## src/rtl/gate_arbiter.sv

```systemverilog
// gate_arbiter: arbitrates entry and exit lanes of a parking garage over one
// shared gate and keeps a saturating count of the cars inside.
// Optional build macro GATE_EXIT_PRIORITY_EN: when defined, an eligible exit
// always wins a tie against entry; otherwise ties alternate round-robin.
module gate_arbiter #(
    parameter int unsigned CAPACITY    = 40,
    parameter int unsigned OPEN_CYCLES = 8
) (
    input  logic       clk,
    input  logic       reset,
    input  logic       btn,
    input  logic       entry_req,
    input  logic       exit_req,
    input  logic       car_pass,
    output logic       gate_open,
    output logic       grant_in,
    output logic       grant_out,
    output logic [5:0] nums,
    output logic       full
);

    typedef enum logic [1:0] {
        IDLE     = 2'd0,
        OPEN_IN  = 2'd1,
        OPEN_OUT = 2'd2,
        CLOSE    = 2'd3
    } state_t;

    localparam logic [5:0] CAP   = 6'(CAPACITY);
    localparam logic [7:0] TLOAD = 8'(OPEN_CYCLES - 1);

    state_t     state_q, state_d;
    logic [7:0] timer_q, timer_d;
    logic [5:0] nums_q, nums_d;
    logic       pend_in_q, pend_in_d;
    logic       pend_out_q, pend_out_d;
    logic       last_exit_q, last_exit_d;
    logic       gate_open_q, gate_open_d;
    logic       grant_in_q, grant_in_d;
    logic       grant_out_q, grant_out_d;

    logic in_ok, out_ok, take_in, take_out, drop_out;

    // Next-state logic: lane selection, open-window timing, count update and pending flags
    always_comb begin
        state_d     = state_q;
        timer_d     = timer_q;
        nums_d      = nums_q;
        last_exit_d = last_exit_q;
        take_in     = 1'b0;
        take_out    = 1'b0;

        in_ok    = pend_in_q && (nums_q < CAP);
        out_ok   = pend_out_q && (nums_q != 6'd0);
        // A pending exit with nobody inside can never be served, so drop it.
        drop_out = (state_q == IDLE) && (nums_q == 6'd0);

        case (state_q)
            IDLE: begin
                if (btn) begin
                    if (in_ok && out_ok) begin
`ifdef GATE_EXIT_PRIORITY_EN
                        take_out = 1'b1;
`else
                        take_in  = last_exit_q;
                        take_out = !last_exit_q;
`endif
                    end else begin
                        take_in  = in_ok;
                        take_out = out_ok;
                    end
                end
                if (take_in) begin
                    state_d     = OPEN_IN;
                    timer_d     = TLOAD;
                    last_exit_d = 1'b0;
                end else if (take_out) begin
                    state_d     = OPEN_OUT;
                    timer_d     = TLOAD;
                    last_exit_d = 1'b1;
                end
            end
            OPEN_IN, OPEN_OUT: begin
                if (car_pass) begin
                    state_d = CLOSE;
                    timer_d = '0;
                    if (state_q == OPEN_IN) begin
                        if (nums_q < CAP) nums_d = nums_q + 6'd1;
                    end else begin
                        if (nums_q != 6'd0) nums_d = nums_q - 6'd1;
                    end
                end else if (timer_q == 8'd0) begin
                    state_d = CLOSE;
                end else begin
                    timer_d = timer_q - 8'd1;
                end
            end
            default: begin
                state_d = IDLE;
            end
        endcase

        // Grant clears win over a request sampled at the same edge.
        pend_in_d  = (pend_in_q || entry_req) && !take_in;
        pend_out_d = (pend_out_q || exit_req) && !take_out && !drop_out;

        gate_open_d = (state_d == OPEN_IN) || (state_d == OPEN_OUT);
        grant_in_d  = (state_d == OPEN_IN);
        grant_out_d = (state_d == OPEN_OUT);
    end

    // State and registered outputs with synchronous active-low reset
    always_ff @(posedge clk) begin
        if (!reset) begin
            state_q     <= IDLE;
            timer_q     <= '0;
            nums_q      <= '0;
            pend_in_q   <= 1'b0;
            pend_out_q  <= 1'b0;
            last_exit_q <= 1'b1;
            gate_open_q <= 1'b0;
            grant_in_q  <= 1'b0;
            grant_out_q <= 1'b0;
        end else begin
            state_q     <= state_d;
            timer_q     <= timer_d;
            nums_q      <= nums_d;
            pend_in_q   <= pend_in_d;
            pend_out_q  <= pend_out_d;
            last_exit_q <= last_exit_d;
            gate_open_q <= gate_open_d;
            grant_in_q  <= grant_in_d;
            grant_out_q <= grant_out_d;
        end
    end

    assign gate_open = gate_open_q;
    assign grant_in  = grant_in_q;
    assign grant_out = grant_out_q;
    assign nums      = nums_q;
    assign full      = (nums_q == CAP);

endmodule

```

## config.mk

```make
export PLATFORM = sky130hd
export DESIGN_NAME = gate_arbiter
export DESIGN_NICKNAME = d
export VERILOG_FILES = /design/src/rtl/gate_arbiter.sv
export SDC_FILE = /design/constraint.sdc
export NUM_CORES = 1
export LEC_CHECK = 0
export ABC_AREA = 1
export CORE_ASPECT_RATIO = 1.75
export CORE_MARGIN = 1
export CORE_UTILIZATION = 30
export CTS_BUF_LIST = sky130_fd_sc_hd__clkbuf_4 sky130_fd_sc_hd__clkbuf_8
export DETAILED_ROUTE_END_ITERATION = 10
export GPL_TIMING_DRIVEN = 0
export MAX_ROUTING_LAYER = met4
export PLACE_DENSITY = 0.59
export SETUP_SLACK_MARGIN = 0.02
export SLEW_MARGIN = 20
export SYNTH_ARGS = -nofsm -noshare
export SYNTH_HDL_FRONTEND = slang
export SYNTH_SLANG_ARGS = --single-unit
```

## constraint.sdc

```tcl
create_clock -name clk -period 1.6 [get_ports clk]
set_input_delay 0.24 -clock clk [delete_from_list [all_inputs] [get_ports clk]]
set_output_delay 0.24 -clock clk [all_outputs]
set_load 0.02 [all_outputs]
```

# Word-level counts from Yosys, hierarchy flattened
# Index checks and enable logic that the tools add are counted.
# op_classes
add_sub_neg	3
n_lt_le_gt_ge	1
n_eq_ne	8
muxes	23
reduce_logical	25
# ops
op	count
8-bit 2-to-1 mux	4
6-bit 2-to-1 mux	3
8-bit one-hot mux with 2 select lines	1
1-bit 2-to-1 mux	10
8-bit logical NOT	1
2-bit 2-to-1 mux	4
8-bit by 1-bit subtractor with 8-bit output, second input constant	1
1-bit logical AND	7
6-bit by 1-bit adder with 6-bit output, second input constant	1
6-bit equality test, second input constant	1
6-bit logical NOT	1
6-bit less-than comparator, second input constant	1
2-bit nonzero test	3
6-bit nonzero test	1
6-bit by 1-bit subtractor with 6-bit output, second input constant	1
2-bit by 1-bit equality test with 1-bit output, second input constant	2
2-bit equality test, second input constant	2
1-bit logical NOT	4
2-bit one-hot mux with 2 select lines	1
4-bit AND reduction	1
1-bit logical OR	3
3-bit by 1-bit != test with 1-bit output, second input constant	1
3-bit != test, second input constant	1
3-bit AND reduction	1
other kinds (4)	4
# totals
ff_bits	22
inputBits	6
elab_cells	69

# Logic depth before layout (Yosys ltp)
# logic_depth
word_depth	11
depth_mapped	13
depth_no_buf	13

# Least setup slack after synthesis
# OpenSTA, ideal clock, no wires.
# synth_timing
path_kind	flip-flop to flip-flop
startpoint	register state_q[0]
endpoint	register nums_q[3], in the netlist nums[3]
setup_ns	0.120
t_arrival_ns	1.589
required_ns	1.480
setup_slack_ns	-0.109
stages_incl_launch_ff	8
path_buffers	0
period_less_slack_ns	1.709
cell_sequence	dfxtp_1 > ha_1 > inv_1 > ha_1 > a21o_1 > a31oi_1 > xor2_1 > a21oi_1
# synth_between
elab_chain_cells	3
elab_cells_between_ends	7
# synth_rtl
item	line	text
start, declared	32	state_t state_q, state_d;
start signal, assigned	125	state_q <= state_d;
2-bit by 1-bit equality test with 1-bit output or 2-bit equality test (tied branches)	58, 87	
2-bit != test (no source line), or another cell as far along	-	
4-bit AND reduction (no source line)	-	
end signal, assigned	127	nums_q <= nums_d;
end, declared	34	logic [5:0] nums_q, nums_d;
# Parallel ways exist; a longest one is shown, timed or not.
# A chain may end at the register's enable or synchronous reset.

# Worst setup path after layout
# layout_timing
startpoint	register state_q[1]
endpoint	register nums_q[3], in the netlist nums[3]
# The elaborated chain is that of the path after synthesis.

==> out/qor.csv <==
metric,value,unit
fp.dieH,94.4,µm
dp_slack,-246,ps
p_leak,0.936,nW
maxSlewHeadroom,0.814,
cp-end-kind,register,
grt_pass1_vias,1364,
clk_latency,270,ps
finalWirelength,3.85,mm
rsz0062_at_grt,true,
startpoint,state_q[1],
start_util,0.313,
synth_commonest_cells,"nand2_1 (32), inv_1 (23), dfxtp_1 (22)",
setup_viol,1,
synth-async-reset-ratio,0,
core_area,4670,µm²
die_width,54.8,µm
synthFlopType,dfxtp_1,
dr.first_iter.drc_count,36,
die_area,5170,µm²
crit_slowest_cell,dfxtp_2,
rr_worst_depth,8,
crit_path_max_fanout,5,
cts_hold_buffers,0,
dp_hpwl,2.59,mm
critPathArrivalTime,1790,ps
syn_inst,200,
outcome,"finished, violations left",
io_buffer_count,14,
cts.reportedPaths.clkPinSlew,80,ps
setup_slack,-25.7,ps
wl_per_cell,13.3,µm
rows,33,
power.density,2020,nW/µm²
cts_inserted_buffers,3,
finalCritPeriodShare,1.02,
ys_ff_latch,22,
final_hold_viol_count,0,
grt_overflow_total,0,
critPathMostFrequentCell,ha_4,
fin_nets,256,
cp-start-kind,register,
slew_violations,0,
n_antenna_cell,0,
antenna_found_initial,0,
area_growth,47.3,%
critical_path.endpoint,nums[3],
syn_nets,218,
synth_most_common_cell,nand2_1,
finalCriticalPeriod,1630,ps
synth_top_area_frac,0.301,
ys_seq_area_frac,0.301,
yosysTopAreaCell,dfxtp_1,
clockBufferDepth,2,
h-tree-depth,1,
reg2reg_slack,-30,ps
via_count,1449,
root_buffer,clkbuf_8,
post-place-cells,266,
postRouteAntennaNets,0,
crit_buf_inv,2,
ys_warn_count,0,
vias_per_cell,5.01,
yosysUniqueCellTypes,32,
grt_pass1_wl,5.75,mm
io_pins,16,
tightest_slew,278,ps
max_freq,0.615,GHz
rr_startpoint,state_q[1],
clock_sinks,22,
drt-pass1-iter-count,6,
final_cells,289,
drc,0,
grt_max_degree,14,
skew,2.98,ps
r2r_end,nums[3],
hold_path_class,in -> reg,
criticalPathCategory,reg -> reg,
synth_area,1460,µm²
cts_tree,done,
drive_above_1_share,0.409,
slowest_delay,370,ps
cap_viol_max_count,0,
fin_total_pwr,0.00434,W
gp_congestion,0.757,
grt_use_total,0.155,
cp.depth,8,
cp_top_family,compound AO/OA/AOI/OAI gates,
violations,setup timing,
worstPathCellList,inv_4 -> ha_4 -> inv_8 -> ha_4 -> a21o_1 -> a31oi_2 -> xor2_1 -> a21oi_1,
ir_drop,1.32,mV
netlist_top_cells_area,"dfxtp_1 (30%), ha_1 (9.4%), nand2_1 (8.2%), nand3_1 (6.5%), inv_1 (5.9%)",
cp.required,1760,ps
syn_avg_cell_area,7.31,µm²
synth_edf_count,0,
-- per-layer routing --
| metal | global-route usage | wire (µm) | vias up |
|---|---|---|---|
| met5 | - | 0 | - |
| met4 | 0.0577 | 77 | 0 |
| met3 | 0.0145 | 67 | 8 |
| met2 | 0.306 | 2280 | 19 |
| met1 | 0.138 | 1420 | 692 |
| li1 | - | - | 730 |
-- worst min-delay path, delay by kind of cell --
| family | cells | cell delay, ps |
|---|---|---|
| buf+inv | 1 | 210 |
| simple gates | 1 | 80 |
| compound gates | 2 | 180 |
-- worst min-delay path by stage --
| stage | slack (ps) | to | depth (start not counted) | from |
|---|---|---|---|---|
| floorplan | 370 | nums[0] | 2 | reset |
| global placement | 470 | timer_q[1] | 2 | timer_q[1] |
| detailed placement | 480 | timer_q[0] | 2 | timer_q[0] |
| CTS | 440 | timer_q[0] | 4 | car_pass |
| global route | 520 | pend_in_q | 2 | pend_in_q |
| finish | 480 | timer_q[0] | 4 | car_pass |
-- registers in the layout, indices dropped and copies added (netlist names) --
signal,count
pend_in_q,1
grant_out,1
state_q,2
gate_open,1
grant_in,1
timer_q,8
pend_out_q,1
last_exit_q,1
nums,6
-- cell usage in the layout (no fill, tap or decap), drive strengths merged, types with 2 or more instances in the layout --
cell and count:
nand2 34, nor2 29, nand3 26, dlymetal6s2s 2, xor2 2, nand4 3, inv 24, clkbuf 5
clkdlybuf4s50 11, o31ai 2, xnor2 4, ha 11, a21oi 17, dfxtp 22, nand3b 2, o21ai 9
nor3 3, buf 23
-- repair_timing --
| item | 4_1_cts | 5_1_grt |
|---|---|---|
| setup endpoints to repair | 21 | 21 |
| gates resized for setup | 32 | 43 |
| buffers inserted | 8 | 9 |
| endpoints found under the hold margin | 0 | 0 |
| pin swaps | 12 | 14 |
| gates cloned | 0 | 2 |
-- kinds of logic after synthesis --
group,Yosys count,synth area share
AOI/OAI and AO/OA,32,0.119
xor gates and xnor gates,6,0.0359
adders and majority gates,12,0.108
buffers and inverters,30,0.0915
DFF,22,0.301
and+or+nand+nor,98,0.345
-- layout make-up --
cell class | instances | area [µm²]
Fill cell | 439 | 2510
Multi-Input combinational cell | 148 | 1110
Sequential cell | 22 | 464
Timing Repair Buffer | 33 | 283
Inverter | 25 | 111
Tap cell | 52 | 65.1
Buffer | 5 | 50.0
Clock buffer | 3 | 41.3
Clock inverter | 1 | 30.0
-- report_power, final --
group	total (W)	switching [W]	internal, W
Clock	0.000526	0.000192	0.000335
Combinational	0.00286	0.00150	0.00136
Sequential	0.000954	0.000210	0.000744
-- metrics by stage --
step	hold WS [ps]	TNS [ps]	utilization	area (µm²)
after floorplan	371	0	-	1510
after global placement	467	-2340	0.368	1720
after detailed placement	478	-2590	0.368	1720
after CTS	440	-486	0.411	1920
after global routing	521	-399	0.462	2150
final	483	-25.7	0.462	2150
(Power assumes the default switching activity.)
